==> config.mk <==
export PLATFORM = sky130hd
export DESIGN_NAME = iir_out_buffer
export DESIGN_NICKNAME = d
export VERILOG_FILES = /design/src/rtl/iir_pkg.sv /design/src/rtl/iir_buf_ram.sv /design/src/rtl/iir_out_buffer.sv
export SDC_FILE = /design/constraint.sdc
export NUM_CORES = 1
export LEC_CHECK = 0
export ABC_AREA = 1
export CAP_MARGIN = 20
export CORE_ASPECT_RATIO = 0.9
export CORE_UTILIZATION = 55
export DETAILED_ROUTE_END_ITERATION = 16
export GPL_ROUTABILITY_DRIVEN = 0
export PLACE_DENSITY = 0.92
export SLEW_MARGIN = 40
export SYNTH_ARGS = -nofsm -noshare
export SYNTH_HDL_FRONTEND = slang
export SYNTH_SLANG_ARGS = --single-unit
==> constraint.sdc <==
create_clock -name CLK -period 3.7 [get_ports CLK]
set_input_delay 0.74 -clock CLK [delete_from_list [all_inputs] [get_ports CLK]]
set_output_delay 0.74 -clock CLK [all_outputs]
set_load 0.005 [all_outputs]
==> src/rtl/iir_pkg.sv <==
// ============================================================================
// Module      : iir_pkg
// Description : Shared constants and helpers for the IIR output buffer slice.
// Revision    : 1.0 - initial release
// ============================================================================
`default_nettype none

package iir_pkg;

    localparam int DW_DEFAULT = 12;
    localparam int CNT_W      = 16;

    // Ceiling log2, usable in constant expressions for pointer/level widths.
    function automatic int clog2(input int value);
        int r;
        r = 0;
        for (int i = 0; i < 31; i++) begin
            if ((1 << i) < value) begin
                r = i + 1;
            end
        end
        return r;
    endfunction

endpackage

`default_nettype wire

==> src/rtl/iir_buf_ram.sv <==
// ============================================================================
// Module      : iir_buf_ram
// Description : DEPTH x DW register array, one synchronous write port and one
//               asynchronous read port. Contents are not reset.
// Revision    : 1.0 - initial release
// ============================================================================
`default_nettype none

module iir_buf_ram
    import iir_pkg::*;
#(
    parameter int DW    = DW_DEFAULT,
    parameter int DEPTH = 8,
    parameter int AW    = clog2(DEPTH)
) (
    input  logic          clk_i,
    input  logic          we_i,
    input  logic [AW-1:0] waddr_i,
    input  logic [DW-1:0] wdata_i,
    input  logic [AW-1:0] raddr_i,
    output logic [DW-1:0] rdata_o
);

    logic [DW-1:0] mem_q [DEPTH];

    always_ff @(posedge clk_i) begin
        if (we_i) begin
            mem_q[waddr_i] <= wdata_i;
        end
    end

    assign rdata_o = mem_q[raddr_i];

endmodule

`default_nettype wire

==> src/rtl/iir_out_buffer.sv <==
// ============================================================================
// Module      : iir_out_buffer
// Description : Elastic FIFO between the IIR filter and its consumer, with
//               sticky overflow flag. Optional IIR_BUF_STATS_EN adds
//               saturating accepted/dropped sample counters.
// Revision    : 1.0 - initial release
// ============================================================================
`default_nettype none

module iir_out_buffer
    import iir_pkg::*;
#(
    parameter int DW    = DW_DEFAULT,
    parameter int DEPTH = 8
) (
    input  logic                     CLK,
    input  logic                     RST,
    input  logic [DW-1:0]            DIN,
    input  logic                     VIN,
    output logic [DW-1:0]            DOUT,
    output logic                     VOUT,
    input  logic                     READY,
    output logic                     FULL,
    output logic [clog2(DEPTH):0]    LEVEL,
    output logic                     OVF,
    output logic [CNT_W-1:0]         CNT_SAMPLES,
    output logic [CNT_W-1:0]         CNT_DROP
);

    localparam int AW = clog2(DEPTH);
    localparam int LW = AW + 1;
    localparam logic [LW-1:0] C_LEVEL_FULL = LW'(DEPTH);

    logic [AW-1:0] wr_ptr_q, wr_ptr_d;
    logic [AW-1:0] rd_ptr_q, rd_ptr_d;
    logic [LW-1:0] level_q,  level_d;
    logic          ovf_q,    ovf_d;

    logic          w_empty;
    logic          w_full;
    logic          w_pop;
    logic          w_push;
    logic          w_drop;
    logic [DW-1:0] w_rdata;

    assign w_empty = (level_q == '0);
    assign w_full  = (level_q == C_LEVEL_FULL);

    // A pop frees a slot this cycle, so a full buffer can still take a push.
    assign w_pop  = !w_empty && READY;
    assign w_push = VIN && (!w_full || w_pop);
    assign w_drop = VIN && w_full && !w_pop;

    always_comb begin
        wr_ptr_d = wr_ptr_q;
        rd_ptr_d = rd_ptr_q;
        level_d  = level_q;
        ovf_d    = ovf_q || w_drop;
        if (w_push) begin
            wr_ptr_d = wr_ptr_q + 1'b1;
        end
        if (w_pop) begin
            rd_ptr_d = rd_ptr_q + 1'b1;
        end
        case ({w_push, w_pop})
            2'b10:   level_d = level_q + 1'b1;
            2'b01:   level_d = level_q - 1'b1;
            default: level_d = level_q;
        endcase
    end

    always_ff @(posedge CLK) begin
        if (RST) begin
            wr_ptr_q <= '0;
            rd_ptr_q <= '0;
            level_q  <= '0;
            ovf_q    <= 1'b0;
        end else begin
            wr_ptr_q <= wr_ptr_d;
            rd_ptr_q <= rd_ptr_d;
            level_q  <= level_d;
            ovf_q    <= ovf_d;
        end
    end

    iir_buf_ram #(
        .DW    (DW),
        .DEPTH (DEPTH),
        .AW    (AW)
    ) u_ram (
        .clk_i   (CLK),
        .we_i    (w_push && !RST),
        .waddr_i (wr_ptr_q),
        .wdata_i (DIN),
        .raddr_i (rd_ptr_q),
        .rdata_o (w_rdata)
    );

    assign VOUT  = !w_empty;
    assign DOUT  = w_empty ? '0 : w_rdata;
    assign FULL  = w_full;
    assign LEVEL = level_q;
    assign OVF   = ovf_q;

`ifdef IIR_BUF_STATS_EN
    logic [CNT_W-1:0] cnt_samples_q;
    logic [CNT_W-1:0] cnt_drop_q;

    always_ff @(posedge CLK) begin
        if (RST) begin
            cnt_samples_q <= '0;
            cnt_drop_q    <= '0;
        end else begin
            if (w_push && (cnt_samples_q != '1)) begin
                cnt_samples_q <= cnt_samples_q + 1'b1;
            end
            if (w_drop && (cnt_drop_q != '1)) begin
                cnt_drop_q <= cnt_drop_q + 1'b1;
            end
        end
    end

    assign CNT_SAMPLES = cnt_samples_q;
    assign CNT_DROP    = cnt_drop_q;
`else
    assign CNT_SAMPLES = '0;
    assign CNT_DROP    = '0;
`endif

endmodule

`default_nettype wire

After elaboration in Yosys (flattened, before gate mapping)
Memories as Yosys holds them, arrays and structs flattened. A register that Yosys moved wholly into a read port is not among the register bits.
Cells that the tools add are included.
{"block": "op_classes", "add_sub_neg": 4, "n_eq_ne": 3, "mux": 6, "n_reduce_logical": 13}
{"operator": "$mux 12", "n": 1}
{"operator": "$pmux 4 s2", "n": 1}
{"operator": "$add 3x1->3 const B", "n": 2}
{"operator": "$mux 3", "n": 2}
{"operator": "$logic_and 1x1->1", "n": 5}
{"operator": "$add 4x1->4 const B", "n": 1}
{"operator": "$eq 4x4->1 const B", "n": 1}
{"operator": "$logic_not 1->1", "n": 4}
{"operator": "$logic_not 4->1", "n": 1}
{"operator": "$sub 4x1->4 const B", "n": 1}
{"operator": "$eq 2x1->1 const B", "n": 1}
{"operator": "$eq 2x2->1 const B", "n": 1}
{"operator": "$logic_or 1x1->1", "n": 2}
{"operator": "$mux 1", "n": 2}
{"operator": "$reduce_bool 2->1", "n": 1}
{"block": "word_totals", "register_bits": 11, "mem_bits_rw": 96, "elab_cells": 31, "n_memories": 1}
{"memory": "u_ram.mem_q", "words": 8, "width": 12, "read_ports": 1, "rd_ports_with_merged_regs": 1, "wr": 1, "line_no": "iir_buf_ram.sv:24", "source": "logic [DW-1:0] mem_q [DEPTH];"}

Logic depth before layout (Yosys ltp)
Gate-level depths: netlist (run 1).
{"block": "depth", "word_depth": 8, "depth_mapped": 12, "mapped_depth_nobuf": 12}

Modules after synthesis
From an unflattened synthesis (run 1), not the netlist that was laid out.
{"block": "unflattened", "cells_unflattened": 581, "area_unflattened_um2": 5247.5}
{"mod": "iir_buf_ram", "instances": 1, "cells_per_inst": 433, "area_each_um2": 4239.1, "seq_area_each_um2": 2882.8}
{"mod": "iir_out_buffer", "instances": 1, "cells_per_inst": 148, "area_each_um2": 1008.5, "seq_area_each_um2": 220.2}

Least setup slack after synthesis (run 1)
No wires, ideal clock.
{"block": "synth_timing", "path_kind": "input-to-reg", "start": "input port READY", "end": "memory u_ram.mem_q[0][0] (netlist name), enable pin", "setup_time_ns": 0.396, "t_arrival_ns": 1.982, "setup_slack_ns": 1.322, "stages": 6, "n_path_buf": 0, "path_cell_list": "nand2_4 > nand2_2 > nand2_2 > inv_2 > nand2_1 > nor3_1"}
{"block": "synth_between", "elab_chain_len": 6}
{"item": "start, declared", "line_no": "iir_out_buffer.sv:22", "source": "input logic READY,"}
{"item": "$logic_and 1x1->1", "line_no": "iir_out_buffer.sv:50", "source": "assign w_pop = !w_empty && READY;"}
{"item": "$logic_or 1x1->1", "line_no": "iir_out_buffer.sv:51", "source": "assign w_push = VIN && (!w_full || w_pop);"}
{"item": "$logic_and 1x1->1", "line_no": "iir_out_buffer.sv:51"}
{"item": "$logic_and 1x1->1", "line_no": "iir_out_buffer.sv:92", "source": ".we_i (w_push && !RST),"}
{"item": "$mux 1", "line_no": "iir_buf_ram.sv:27", "source": "if (we_i) begin"}
{"item": "$mux 1 (implied by the code)", "line_no": "iir_buf_ram.sv:28", "source": "mem_q[waddr_i] <= wdata_i;"}
{"item": "end, declared", "line_no": "iir_buf_ram.sv:24"}
Every way passes these cells.

==> results of run 1 <==
[worst max-delay path, delay by kind of cell, from the launching register on]
kind | cells | cell delay, ns
AOI/OAI and AO/OA | 4 | 0.78
buffers and inverters | 2 | 0.97
DFF | 1 | 0.49
[where the power goes]
| part | switching, uW | internal [uW] |
|---|---|---|
| clock | 431 | 331 |
| sequential | 56.8 | 1400 |
| combinational | 533 | 385 |
| total | 1020 | 2120 |
[sequential cells by signal, indices dropped and copies added, names as in the netlist, named ones only]
| register | cells |
|---|---|
| rd_ptr_q | 3 |
| wr_ptr_q | 3 |
| u_ram.mem_q | 96 |
| OVF | 1 |
| LEVEL | 4 |
[metal layers]
metal | vias to the layer above | GRT usage [%] | part of all wire (%)
li1 | 1468 | - | -
met1 | 1475 | 29.91 | 41
met2 | 192 | 37.12 | 48
met3 | 25 | 5.805 | 8.4
met4 | 0 | 10.03 | 2.7
met5 | - | 0 | 0
[cell families (layout without fill, tap and decap cells)]
kind of cell,Yosys count,count (layout)
and+or+nand+nor,125,125
DFF,110,110
AOI/OAI and AO/OA,101,101
buffers and inverters,70,85
adders and majority gates,3,3
xor gates and xnor gates,2,2
other,1,32
[cell usage after synthesis, drive strengths merged]
master / count
nor3: 4
ha: 3
nand4: 2
conb: 1
a31oi: 13
clkbuf: 10
edfxtp: 96
nand2: 22
dfxtp: 14
buf: 40
inv: 19
xnor2: 1
nand3: 8
nor4: 1
o21ai: 68
a21oi: 6
o22ai: 12
xor2: 1
o21a: 1
nor2: 88
o211ai: 1
clkinv: 1
[worst min-delay path by stage]
stage,endpoint,slack (ns),cells past startpoint
final,OVF,0.48,1
after global routing,register,0.50,2
after CTS,register,0.48,2
after detailed placement,OVF,0.46,1
after global placement,rd_ptr_q[2],0.45,2
after floorplan,register,0.43,2
[layout make-up]
class,instances,share of cell area [%]
multi-input combinational,263,23.86
clock buffer,9,2.343
tap,99,2.343
sequential,110,59.83
inverter,20,1.420
timing repair buffer,49,8.568
clock inverter,7,1.633
[metrics by stage]
stage	area [um^2]	utilization [%]	power (uW)	setup slack (ns)
after floorplan	4816	-	2027	1.322
after global placement	5076	62.32	2353	0.9327
after detailed placement	5076	62.32	2394	0.8254
after CTS	5286	64.90	3142	0.3960
after global routing	5286	64.90	3292	0.2453
final	5286	64.90	3142	0.3400
==> flow_metrics.py, run 1 <==
metrics = {
    "synthesis": {
        "synth_xor_area_share_pct": 0.3727,
        "synth_mux_area_share_pct": 0,
        "synth_cells": 412,
        "yosys.area.top_type": "edfxtp_1",
        "synth-seq-cells": 110,
        "synth_top_area_share_pct": 61.34,
        "synth_compound_area_share_pct": 11.61,
        "ys_warn_count": 0,
        "ys_seq_area_share_pct": 67.31,
        "syn_area_um2": 4700,
        "synth_cell_types": 31,
        "synthAdderAreaFrac_pct": 0.7987,
        "avgSynthCellArea_um2": 11.41,
        "synth_top_family_by_area": "compound AO/OA/AOI/OAI gates",
        "synth_area_leaders": "edfxtp_1 (61%), nor2_1 (7.0%), o21ai_0 (6.3%)",
        "yosys.area_share.simple_pct": 11.50,
    },
    "worst_setup_path": {
        "cp_max_fo": 24,
        "ff2ff_path_depth": 9,
        "crit_slowest_cell": "clkdlybuf4s50_1",
        "worstSetupPathType": "register to primary output",
        "worstReg2RegStart": "LEVEL[2]",
        "cp_cell_sequence": "inv_2 -> o21ai_0 -> o22ai_1 -> o21ai_0 -> a31oi_1 -> clkdlybuf4s50_1",
        "cp-start-kind": "register",
        "cp_common_cell": "o21ai_0",
        "reg2reg_slack_ns": 1.39,
        "worstPathRequired_ns": 2.96,
        "timing.rr.end": "u_ram.mem_q[5][1]",
        "slowest_delay_ns": 0.55,
        "cp.arrival_ns": 2.62,
        "worst_setup_path_end_kind": "primary output",
        "crit_end": "DOUT[11]",
    },
    "sta": {
        "slew_headroom_pct": 48.94,
        "finalHoldViolCount": 0,
        "rsz0062_at_grt": "false",
        "clock_skew_ns": 0.01116,
        "period_share_pct": 90.81,
        "drv_slew": 0,
        "fmax_mhz": 297.6,
        "setup_viol": 0,
        "period_needed_ns": 3.360,
        "holdWs_ns": 0.4832,
        "worst_pin_slew_ns": 0.7651,
        "setup_tns_ns": 0,
    },
    "global_route": {
        "antenna_found_initial": 0,
        "grt_pass1_vias": 2966,
        "overflow": 0,
        "grt_usage_pct": 22.91,
        "grt_pass1_wl_um": 14950,
        "grt_start_max_net_pins": 49,
    },
    "cts": {
        "cts_tree": "done",
        "cts_resized": 0,
        "h-tree-depth": 3,
        "clockBufferDepth": 2,
        "postCtsSetupBuffers": 0,
        "ctsHoldBuffers": 0,
        "numCtsBuffers": 9,
        "cts.sinks": 110,
        "clkLatencyLatePin_ns": 0.38,
        "clk_pin_slew_ns": 0.11,
        "cts_root_buf": "clkbuf_8",
    },
    "final_layout": {
        "finalNetCount": 472,
        "synthToLayoutAreaGrowth_pct": 12.49,
        "fin_cells": 557,
        "fillCellCount": 578,
        "regArea_um2": 3163,
        "final_common_cell": "edfxtp_1",
        "antenna_cells": 0,
        "drive_above_1_share_pct": 10.04,
        "multi_input_area_um2": 1261,
        "final_cell_mix": "edfxtp_1 (96), nor2_1 (88), o21ai_0 (59)",
    },
    "drt": {
        "antenna_left": 0,
        "drt-pass1-iter-count": 5,
        "viasPerCell": 5.673,
        "wire_per_inst_um": 17.48,
        "drtIter0Drc": 278,
        "vias": 3160,
        "route.detailed.drc": 0,
        "wl_um": 9739,
    },
    "placement": {
        "io_buffers": 34,
        "place_inst": 541,
        "place_hpwl_um": 6359,
    },
    "floorplan": {
        "start_util_pct": 57.70,
        "die_h_um": 89.69,
        "num_io_pins": 67,
        "core_um2": 8145,
        "die-area_um2": 8918,
        "row_count": 31,
        "die_x_um": 99.44,
    },
    "outcome": {
        "status": "finished, final reports clean",
    },
    "min_path": {
        "min_from": "OVF",
        "hp-class": "register to register",
    },
    "power": {
        "power_density_nw_per_um2": 594.3,
        "peakVddDrop_mv": 0.4029,
        "leakage_uw": 0.001888,
    },
    "flow_run": {
        "max_cap_violations": 0,
    },
}
Power figures use the tool's default switching activity.
==> run 2, diff against run 1 <==
--- a/config.mk
+++ b/config.mk
@@ -11,6 +11,7 @@
 export CORE_UTILIZATION = 55
 export DETAILED_ROUTE_END_ITERATION = 16
 export GPL_ROUTABILITY_DRIVEN = 0
+export HOLD_SLACK_MARGIN = 0.08
 export PLACE_DENSITY = 0.92
 export SLEW_MARGIN = 40
 export SYNTH_ARGS = -nofsm -noshare
==> results of run 2 <==
Same layout as run 1: the final DEF is identical, and so are final timing and power.
==> run 3, diff against run 2 <==
--- a/config.mk
+++ b/config.mk
@@ -9,8 +9,10 @@
 export CAP_MARGIN = 20
 export CORE_ASPECT_RATIO = 0.9
 export CORE_UTILIZATION = 55
+export CTS_CLUSTER_DIAMETER = 120
 export DETAILED_ROUTE_END_ITERATION = 16
 export GPL_ROUTABILITY_DRIVEN = 0
+export GPL_TIMING_DRIVEN = 0
 export HOLD_SLACK_MARGIN = 0.08
 export PLACE_DENSITY = 0.92
 export SLEW_MARGIN = 40
==> run 3 against run 2 <==
Hold slack gained 0.0039 ns. Final cell count increased by 7.0%. Core utilization rose by 2.9 points. Sequential share of layout area fell by 2.6 points. Count of clock-buffer cells in the layout is the same. Die area unchanged. Non-clock buffer count up 39. Clock power decreased by 13%. Routed wire length is 8.0% higher. Clock skew rose by 0.00054 ns. Critical path type unchanged. Largest cell class unchanged. Highest routed layer unchanged.
==> flow_metrics.py, run 3 (synthesis results as in run 1) <==
metrics = {
    "outcome": {
        "status": "finished, final reports clean",
    },
    "worst_setup_path": {
        "crit_family": "buffers and inverters",
        "worstPathRequired_ns": 2.96,
        "cp_max_fo": 10,
        "worstSetupPathType": "register to primary output",
        "worst_setup_path_end_kind": "primary output",
        "ff2ff_path_depth": 9,
        "worstReg2RegStart": "LEVEL[2]",
        "cp-start-kind": "register",
        "reg2reg_slack_ns": 1.20,
        "slowest_delay_ns": 0.55,
        "cp.arrival_ns": 2.59,
        "cp_num_buf_inv": 3,
        "crit_slowest_cell": "clkdlybuf4s50_1",
        "timing.rr.end": "u_ram.mem_q[2][4]",
        "cp_cell_sequence": "inv_2 -> clkbuf_1 -> o21ai_0 -> o22ai_1 -> o21ai_1 -> a31oi_1 -> clkdlybuf4s50_1",
    },
    "drt": {
        "wl_um": 10510,
        "drtIter0Drc": 381,
        "vias": 3403,
        "wire_per_inst_um": 17.64,
        "viasPerCell": 5.710,
        "drt-pass1-iter-count": 5,
        "antenna_left": 0,
        "route.detailed.drc": 0,
    },
    "sta": {
        "setup_viol": 0,
        "clock_skew_ns": 0.01170,
        "rsz0062_at_grt": "false",
        "worst_pin_slew_ns": 0.8010,
        "setup_ws_ns": 0.3743,
        "fmax_mhz": 300.7,
        "drv_slew": 0,
        "period_needed_ns": 3.326,
        "slew_headroom_pct": 46.55,
        "finalHoldViolCount": 0,
        "period_share_pct": 89.88,
    },
    "power": {
        "peakVddDrop_mv": 0.3261,
        "switching_share_pct": 33.32,
        "p_switching_uw": 1039,
        "comb_power_share_pct": 31.9,
        "leakage_uw": 0.002027,
        "p_seq_share_pct": 46.8,
        "intPower_uw": 2078,
        "clkPwrFrac_pct": 21.4,
        "power_density_nw_per_um2": 564.0,
        "power.total_uw": 3117,
    },
    "floorplan": {
        "start_util_pct": 57.70,
        "core_um2": 8145,
        "die_h_um": 89.69,
        "die-area_um2": 8918,
        "die_x_um": 99.44,
        "num_io_pins": 67,
        "row_count": 31,
    },
    "cts": {
        "ctsHoldBuffers": 0,
        "cts.sinks": 110,
        "clk_pin_slew_ns": 0.10,
        "h-tree-depth": 3,
        "cts_resized": 0,
        "numCtsBuffers": 9,
        "clkLatencyLatePin_ns": 0.38,
        "cts_root_buf": "clkbuf_8",
        "clockBufferDepth": 2,
        "postCtsSetupBuffers": 0,
        "cts_tree": "done",
    },
    "final_layout": {
        "regMostFlops": "u_ram.mem_q",
        "antenna_cells": 0,
        "final_common_cell": "edfxtp_1",
        "finalNetCount": 511,
        "final_cell_mix": "edfxtp_1 (96), nor2_1 (84), o21ai_0 (59)",
        "drive_above_1_share_pct": 16.50,
        "synthToLayoutAreaGrowth_pct": 17.60,
        "largest_reg_flops": 96,
    },
    "placement": {
        "place_hpwl_um": 7165,
        "io_buffers": 34,
        "pre_cts_slack_ns": 0.6199,
    },
    "min_path": {
        "hp-class": "register to register",
        "min_to": "rd_ptr_q[2]",
        "min_from": "rd_ptr_q[2]",
        "whs_path_depth": 2,
    },
    "global_route": {
        "overflow": 0,
        "grt_usage_pct": 25.18,
        "antenna_found_initial": 0,
        "grt_pass1_wl_um": 16080,
        "grt_start_max_net_pins": 20,
        "grt_pass1_vias": 3149,
    },
    "flow_run": {
        "max_cap_violations": 0,
    },
}
## run 3: changes by cell type in the layout (fill, tap and decap cells not counted), sizes merged
cell	previous run	this run
buf	15	44
bufinv	1	0
clkbuf	9	19
clkinv	2	3
clkinvlp	0	2
inv	24	22
## run 3: layer usage
metal / vias to the layer above / track usage (%) / share of wire, %
li1: 1551 / - / -
met1: 1567 / 31.31 / 38
met2: 250 / 41.35 / 48
met3: 35 / 7.276 / 11
met4: 0 / 12.30 / 3.1
met5: - / 0 / 0
## run 3: power by group through the flow
stage / sequential, uW / combinational (uW) / clock (uW)
floorplan: 1470 / 556 / 0
global placement: 1480 / 926 / 0
detailed placement: 1480 / 976 / 0
CTS: 1460 / 980 / 667
global route: 1460 / 1090 / 711
finish: 1460 / 993 / 666
## run 3: worst reg2reg max path: cells and delay by family, from the launching register on
kind	cells	cell delay, ns
simple gates	7	1.25
flops	1	0.49
buf+inv	2	0.45
## run 3: layout make-up
cell class	instances	area (um^2)
Sequential cell	110	3163
Multi-Input combinational cell	263	1291
Tap cell	99	123.9
Clock buffer	9	123.9
Timing Repair Buffer	38	375.4
Inverter	20	75.07
Fill cell	559	2619
Clock inverter	7	57.56
Buffer	50	316.6
## run 3: per-stage QoR
stage / area [um^2] / util, % / hold slack [ns] / std cells / setup TNS, ns
global route: 5527 / 67.85 / 0.5329 / 596 / 0
detailed placement: 5345 / 65.62 / 0.4730 / 580 / 0
global placement: 5280 / 64.82 / 0.4465 / 576 / -1.295
finish: 5527 / 67.85 / 0.4871 / 596 / 0
floorplan: 4816 / - / 0.4334 / 443 / 0
CTS: 5527 / 67.85 / 0.4887 / 596 / 0
## run 3: worst max-delay path by stage
stage	startpoint	end	slack (ns)	cells past startpoint
floorplan	READY	u_ram.mem_q[0][0]	1.32	6
global placement	READY	u_ram.mem_q[4][7]	-0.06	7
detailed placement	READY	u_ram.mem_q[2][7]	0.62	8
CTS	register	DOUT[10]	0.46	7
global route	register	DOUT[6]	0.32	7
finish	register	DOUT[10]	0.37	7
